File: config.mk
export PLATFORM = sky130hd
export DESIGN_NAME = dmem_arbiter
export DESIGN_NICKNAME = d
export VERILOG_FILES = /design/src/rtl/dmem_arbiter.sv
export SDC_FILE = /design/constraint.sdc
export NUM_CORES = 1
export LEC_CHECK = 0
export CORE_AREA = 10 10 109 111
export CTS_BUF_LIST = sky130_fd_sc_hd__clkbuf_8
export CTS_CLUSTER_SIZE = 40
export DETAILED_ROUTE_END_ITERATION = 8
export DIE_AREA = 0 0 119 121
export PLACE_DENSITY = 0.83
export REMOVE_ABC_BUFFERS = 1
export SLEW_MARGIN = 30
export SYNTH_ARGS = -nofsm -noshare
export SYNTH_HDL_FRONTEND = slang
export SYNTH_SLANG_ARGS = --single-unit
File: constraint.sdc
create_clock -name clk -period 4.6 [get_ports clk]
set_input_delay 0.46 -clock clk [delete_from_list [all_inputs] [get_ports clk]]
set_output_delay 0.46 -clock clk [all_outputs]
set_load 0.02 [all_outputs]
File: src/rtl/dmem_arbiter.sv
// Round-robin arbiter sharing one single-port data memory between the core (A)
// and the debug/DMA loader (B). Read data and errors return one cycle after grant.
module dmem_arbiter #(
  parameter int DEPTH = 64,
  parameter int IW    = 8
) (
  input  logic        clk,
  input  logic        rst_n,
  input  logic        a_req,
  input  logic        a_we,
  input  logic [31:0] a_addr,
  input  logic [31:0] a_wdata,
  output logic        a_gnt,
  output logic        a_rvalid,
  output logic [31:0] a_rdata,
  output logic        a_err,
  input  logic        b_req,
  input  logic        b_we,
  input  logic [31:0] b_addr,
  input  logic [31:0] b_wdata,
  output logic        b_gnt,
  output logic        b_rvalid,
  output logic [31:0] b_rdata,
  output logic        b_err,
  output logic        mem_we,
  output logic        mem_re,
  output logic [31:0] mem_addr,
  output logic [31:0] mem_wdata,
  input  logic [31:0] mem_rdata
);

  typedef enum logic [1:0] {OWN_NONE = 2'd0, OWN_A = 2'd1, OWN_B = 2'd2} owner_t;

  localparam logic [IW:0] DEPTH_LIM = DEPTH[IW:0];

  owner_t          owner;
  owner_t          owner_nxt;
  owner_t          rr_last;
  logic [31:0]     rdata_q;
  logic            rsp_port;
  logic            rsp_valid;
  logic            rsp_err;

  logic            serving;
  logic            sel_we;
  logic [IW-1:0]   sel_idx;
  logic [31:0]     sel_wdata;
  logic            in_range;
  logic            rsp_load;
  logic            elig_a;
  logic            elig_b;
  logic            unused_addr_bits;

  assign unused_addr_bits = ^{a_addr[31:IW], b_addr[31:IW]};

  // Serve stage: mux the owning port's fields onto the memory bus.
  always_comb begin
    sel_we    = 1'b0;
    sel_idx   = '0;
    sel_wdata = '0;
    case (owner)
      OWN_A: begin
        sel_we    = a_we;
        sel_idx   = a_addr[IW-1:0];
        sel_wdata = a_wdata;
      end
      OWN_B: begin
        sel_we    = b_we;
        sel_idx   = b_addr[IW-1:0];
        sel_wdata = b_wdata;
      end
      default: ;
    endcase
  end

  assign serving   = (owner != OWN_NONE);
  assign in_range  = serving && ({1'b0, sel_idx} < DEPTH_LIM);
  assign rsp_load  = serving && (!sel_we || !in_range);

  assign a_gnt     = (owner == OWN_A);
  assign b_gnt     = (owner == OWN_B);
  assign mem_we    = serving & sel_we & in_range;
  assign mem_re    = serving & ~sel_we & in_range;
  assign mem_addr  = {{(32-IW){1'b0}}, sel_idx};
  assign mem_wdata = sel_wdata;

  // The port granted this cycle may not be picked again for the next one.
  always_comb begin
    elig_a = a_req && (owner != OWN_A);
    elig_b = b_req && (owner != OWN_B);
    if (elig_a && elig_b)
      owner_nxt = (rr_last == OWN_A) ? OWN_B : OWN_A;
    else if (elig_a)
      owner_nxt = OWN_A;
    else if (elig_b)
      owner_nxt = OWN_B;
    else
      owner_nxt = OWN_NONE;
  end

  // Response stage: captured on the edge that closes the serve cycle.
  always_ff @(posedge clk or negedge rst_n) begin
    if (!rst_n) begin
      owner     <= OWN_NONE;
      rr_last   <= OWN_B;
      rsp_valid <= 1'b0;
      rsp_port  <= 1'b0;
      rsp_err   <= 1'b0;
      rdata_q   <= '0;
    end else begin
      owner     <= owner_nxt;
      rsp_valid <= rsp_load;
      if (serving)
        rr_last <= owner;
      if (rsp_load) begin
        rsp_port <= (owner == OWN_B);
        rsp_err  <= ~in_range;
        rdata_q  <= in_range ? mem_rdata : 32'h0;
      end
    end
  end

  assign a_rvalid = rsp_valid & ~rsp_port;
  assign b_rvalid = rsp_valid & rsp_port;
  assign a_err    = a_rvalid & rsp_err;
  assign b_err    = b_rvalid & rsp_err;
  assign a_rdata  = a_rvalid ? rdata_q : 32'h0;
  assign b_rdata  = b_rvalid ? rdata_q : 32'h0;

endmodule

Word-level counts from Yosys, hierarchy flattened
Index checks and enable logic that the tools add are counted.
- register bits after elaboration: 39
- bits of input ports: 166
- order comparisons: 1
- equality and inequality tests: 5
- mux-type cells: 10
- bitwise logic cells: 11
- reductions and logical operators: 9
- operators with widths (cell ; count):
    32-bit 2-to-1 mux ; 3
    32-bit case mux with 2 select lines ; 1
    8-bit case mux with 2 select lines ; 1
    1-bit AND ; 8
    8-bit by 7-bit < comparator with 1-bit output, second input constant ; 1
    2-bit 2-to-1 mux ; 4
    1-bit logical AND ; 5
    2-bit by 1-bit == test with 1-bit output, second input constant ; 2
    1-bit NOT ; 3
    2-bit == test, second input constant ; 1
    1-bit logical NOT ; 2
    2-bit by 1-bit inequality test with 1-bit output, second input constant ; 1
    2-bit inequality test, second input constant ; 1
    1-bit case mux with 2 select lines ; 1
    2-bit nonzero test ; 1
    1-bit logical OR ; 1

Depth between registers and ports, before layout
- depth in word-level cells: 7
- gate-level depth with buffers: 8
- depth with buffers taken out: 5

Worst setup path after synthesis
OpenSTA, ideal clock, no wires.
- kind: register to output
- start point: reg owner[0]
- end point: out mem_addr[0]
- arrival: 1.783 ns
- data required time: 4.140 ns
- setup slack: 2.357 ns
- cell stages (with the launch flop): 7
- path buffers: 2
- cell sequence: dfrtp_1 inv_1 ha_1 clkbuf_1 buf_2 a22oi_1 nor2b_1
- cells in the longest elaborated chain, start to end: 2
- elaborated cells on any way between the ends: 3
- those cells by class: eq/ne (2); mux (1)
- RTL lines (item ; line ; RTL):
    start, declared ; 36 ; owner_t owner;
    start signal, assigned ; 111 ; owner <= owner_nxt;
    2-bit == test ; n/a ;
    net b_gnt ; 21 ; output logic b_gnt,
    8-bit case mux with 2 select lines ; 61 ; case (owner)
    end, declared ; 27 ; output logic [31:0] mem_addr,
The timed path passes the listed nets, and every way through them passes these cells.

Worst setup path after layout
- start point: reg owner[1]
- end point: out mem_re
- cells in the longest elaborated chain, start to end: 5
- elaborated cells on any way between the ends: 10
- those cells by class: order compare (1); eq/ne (2); mux (2); bitwise (3); reduce/logical (2)
- RTL lines (item ; line ; RTL):
    2-bit == test / 2-bit by 1-bit == test with 1-bit output (equally long branches) ; 61 ;
    8-bit case mux with 2 select lines / 1-bit case mux with 2 select lines (equally long branches) ; 61 ;
    8-bit by 7-bit < comparator with 1-bit output / 1-bit NOT (equally long branches) ; 77, 83 ;
    1-bit logical AND / 1-bit AND (equally long branches) ; 77, 83 ;
    1-bit AND (*) ; 83 ; assign mem_re = serving & ~sel_we & in_range;
    end, declared ; 26 ; output logic mem_re,
Every way passes the cells marked *; elsewhere a longest branch is shown, timed or not.

==> results.tsv <==
metric	value	unit
Pwr Total	0.00235	W
vias in the first global route	3248	
Post-Route WL	12200	µm
Crit. End Element	output port	
highest clock rate	0.300	GHz
hpwl dp	9880	µm
Setup Buffers After CTS	0	
status	finished clean	
Initial Util	29.6	%
drt pass-1 iters	4	
WP data required	4140	ps
Rel. slew slack	37.9	%
Max stage delay on crit path	660	ps
Gates resized, CTS repair	0	
measured slew at the worst slew-check pin	932	ps
gr usage total	15.4	%
met1 WL	4220	µm
worst-path cell chain	inv_1 > ha_1 > a22oi_1 > a21bo_1 > buf_4 > and2_1 > clkdlybuf4s50_1	
Die Ht	121	µm
fraction of layout cells with a size suffix above 1	3.88	%
Max stage delay cell, worst path	ha_1	
largest net degree at the start of global routing	40	
number of diodes	0	
clock root cell	clkbuf_8	
worst skew pair latency	280	ps
startpoint types	flop	
Final Instance Area	5170	µm²
CTS Buf Count	5	
GRT overflow	0	
area grow syn2layout	81.2	%
Leak	2.09	nW
synth unique cells	26	
Post-synth EDFFs	0	
met2 wire len	6720	µm
RSZ-0062 raised after global routing	no	
cells after synthesis	307	
max-slew violations	0	
DIE AREA	14400	µm²
cell row count	36	
Max rail drop VDD	0.168	mV
dpl ws	1570	ps
crit path time final	3330	ps
I/O pin count	302	
Via density	4.80	
Core ar.	9640	µm²
worst setup path class	reg -> out	
Async SR Flop Fraction	100	%
first-pass GRT wire length	18300	µm
DR vias	3111	
area of the mapped netlist	2850	µm²
max cap viols	0	
Setup TNS	0	ps
flops & latches, synth	39	
Placed Area	5090	µm²
Die Wd	119	µm
Arr. time, crit path	2870	ps
Final Hold Vio Count	0	
antenna-violating nets left	0	
hold_buf cts	0	
commonest non-fill, non-tap cell in the layout	clkdlybuf4s50_1	
clk buf depth	2	
sequential element share of the synthesized area	34.2	%
most frequent cells in the layout	clkdlybuf4s50_1 (228), nor2b_1 (42), a22oi_1 (40)	
nets	685	
Hold WC Path Type	in -> async	
WL/cell	18.9	µm
initial antenna violation count	0	
CTS clk-pin slew, worst paths	70	ps
clock sink count	39	
Port Buffers	229	
fin crit share	72.4	%
power per cell area	455	nW/µm²
yosys warns	0	
gp weighted congestion	0.763	
most common flop cell mapped by yosys	dfrtp_1	
critical-path maximum fanout	34	
CTS H-tree depth	2	
DR top layer	met4	
TritonCTS clock tree	yes	
post-synthesis area per instance	9.30	µm²
wire length on met3	1080	µm
post-route setup slack	1270	ps
Setup Skew	12.7	ps
Iter 0 DRT Violations	181	
# DRC	0	
Setup-failing EPs final	0	
-- routing by layer --
metal	track usage, %	vias up
li1	-	1486
met1	15.3	1474
met2	29.3	139
met3	5.44	12
met4	4.81	0
met5	0	-
-- metrics by stage --
step                util (%)  instances  hold slack, ps
detailed placement      52.8        641             475
global placement        52.8        641             460
finish                  53.6        648             139
floorplan                  -        271             164
global route            53.6        648             165
CTS                     53.6        648             312
-- path summary, 6_finish.rpt --
| kind | startpoint | cells after the start | to | slack, ps |
|---|---|---|---|---|
| worst min register to register | rr_last[1] | 2 | rr_last[1] | 490 |
| max in group asynchronous | rst_n | 1 | rr_last[1] | 4090 |
| min in group clk | rr_last[1] | 2 | rr_last[1] | 490 |
| worst min-delay path | rst_n | 1 | rdata_q[2] | 140 |
| worst max-delay path | owner[1] | 7 | mem_re | 1270 |
| worst max register to register | owner[1] | 6 | rsp_port | 2180 |
-- critical path: cells and delay by family, from the launching register on --
kind | cells | cell delay [ps]
DFF | 1 | 400
adders and majority gates | 1 | 660
and+or+nand+nor | 1 | 180
AOI/OAI and AO/OA | 2 | 450
buffers and inverters | 3 | 890
-- synth_stat cells, drive strengths merged (2+ instances only) --
| cell type | instances | area (µm²) |
|---|---|---|
| and3 | 33 | 206 |
| buf | 38 | 289 |
| and2 | 35 | 219 |
| ha | 4 | 50.1 |
| a22oi | 40 | 300 |
| o21ai | 4 | 20.0 |
| dfrtp | 38 | 951 |
| a32o | 32 | 320 |
| nand2 | 2 | 7.51 |
| inv | 6 | 22.5 |
| clkbuf | 21 | 78.8 |
| nor2b | 42 | 263 |
-- registers in the layout, indices dropped and copies added (netlist names) --
signal and flops:
rdata_q 32, rsp_port 1, rsp_valid 1, rsp_err 1, owner 2, rr_last 2
-- cell type report --
| type | count | area [µm²] |
|---|---|---|
| fill | 874 | 4470 |
| inverter | 6 | 22.5 |
| sequential | 39 | 977 |
| tap | 133 | 166 |
| timing repair buffer | 237 | 2350 |
| clock buffer | 5 | 68.8 |
| multi-input combinational | 226 | 1570 |
| clock inverter | 2 | 13.8 |
-- kinds of logic (layout without fill, tap and decap cells) --
logic type                 count (synthesis)  after routing  share of synthesized area [%]
buffers and inverters                     65            250                           13.7
adders and majority gates                  4              4                           1.75
DFF                                       39             39                           34.2
muxes                                      1              1                          0.526
AOI/OAI and AO/OA                         83             83                           24.9
and+or+nand+nor                          114            114                           24.7
other                                      1             24                          0.131
-- where the power goes --
part | switching, W | internal, W
sequential | 0.000133 | 0.000495
combinational | 0.000761 | 0.000744
clock | 0.000114 | 0.000104
total | 0.00101 | 0.00134
(Power assumes the default switching activity.)
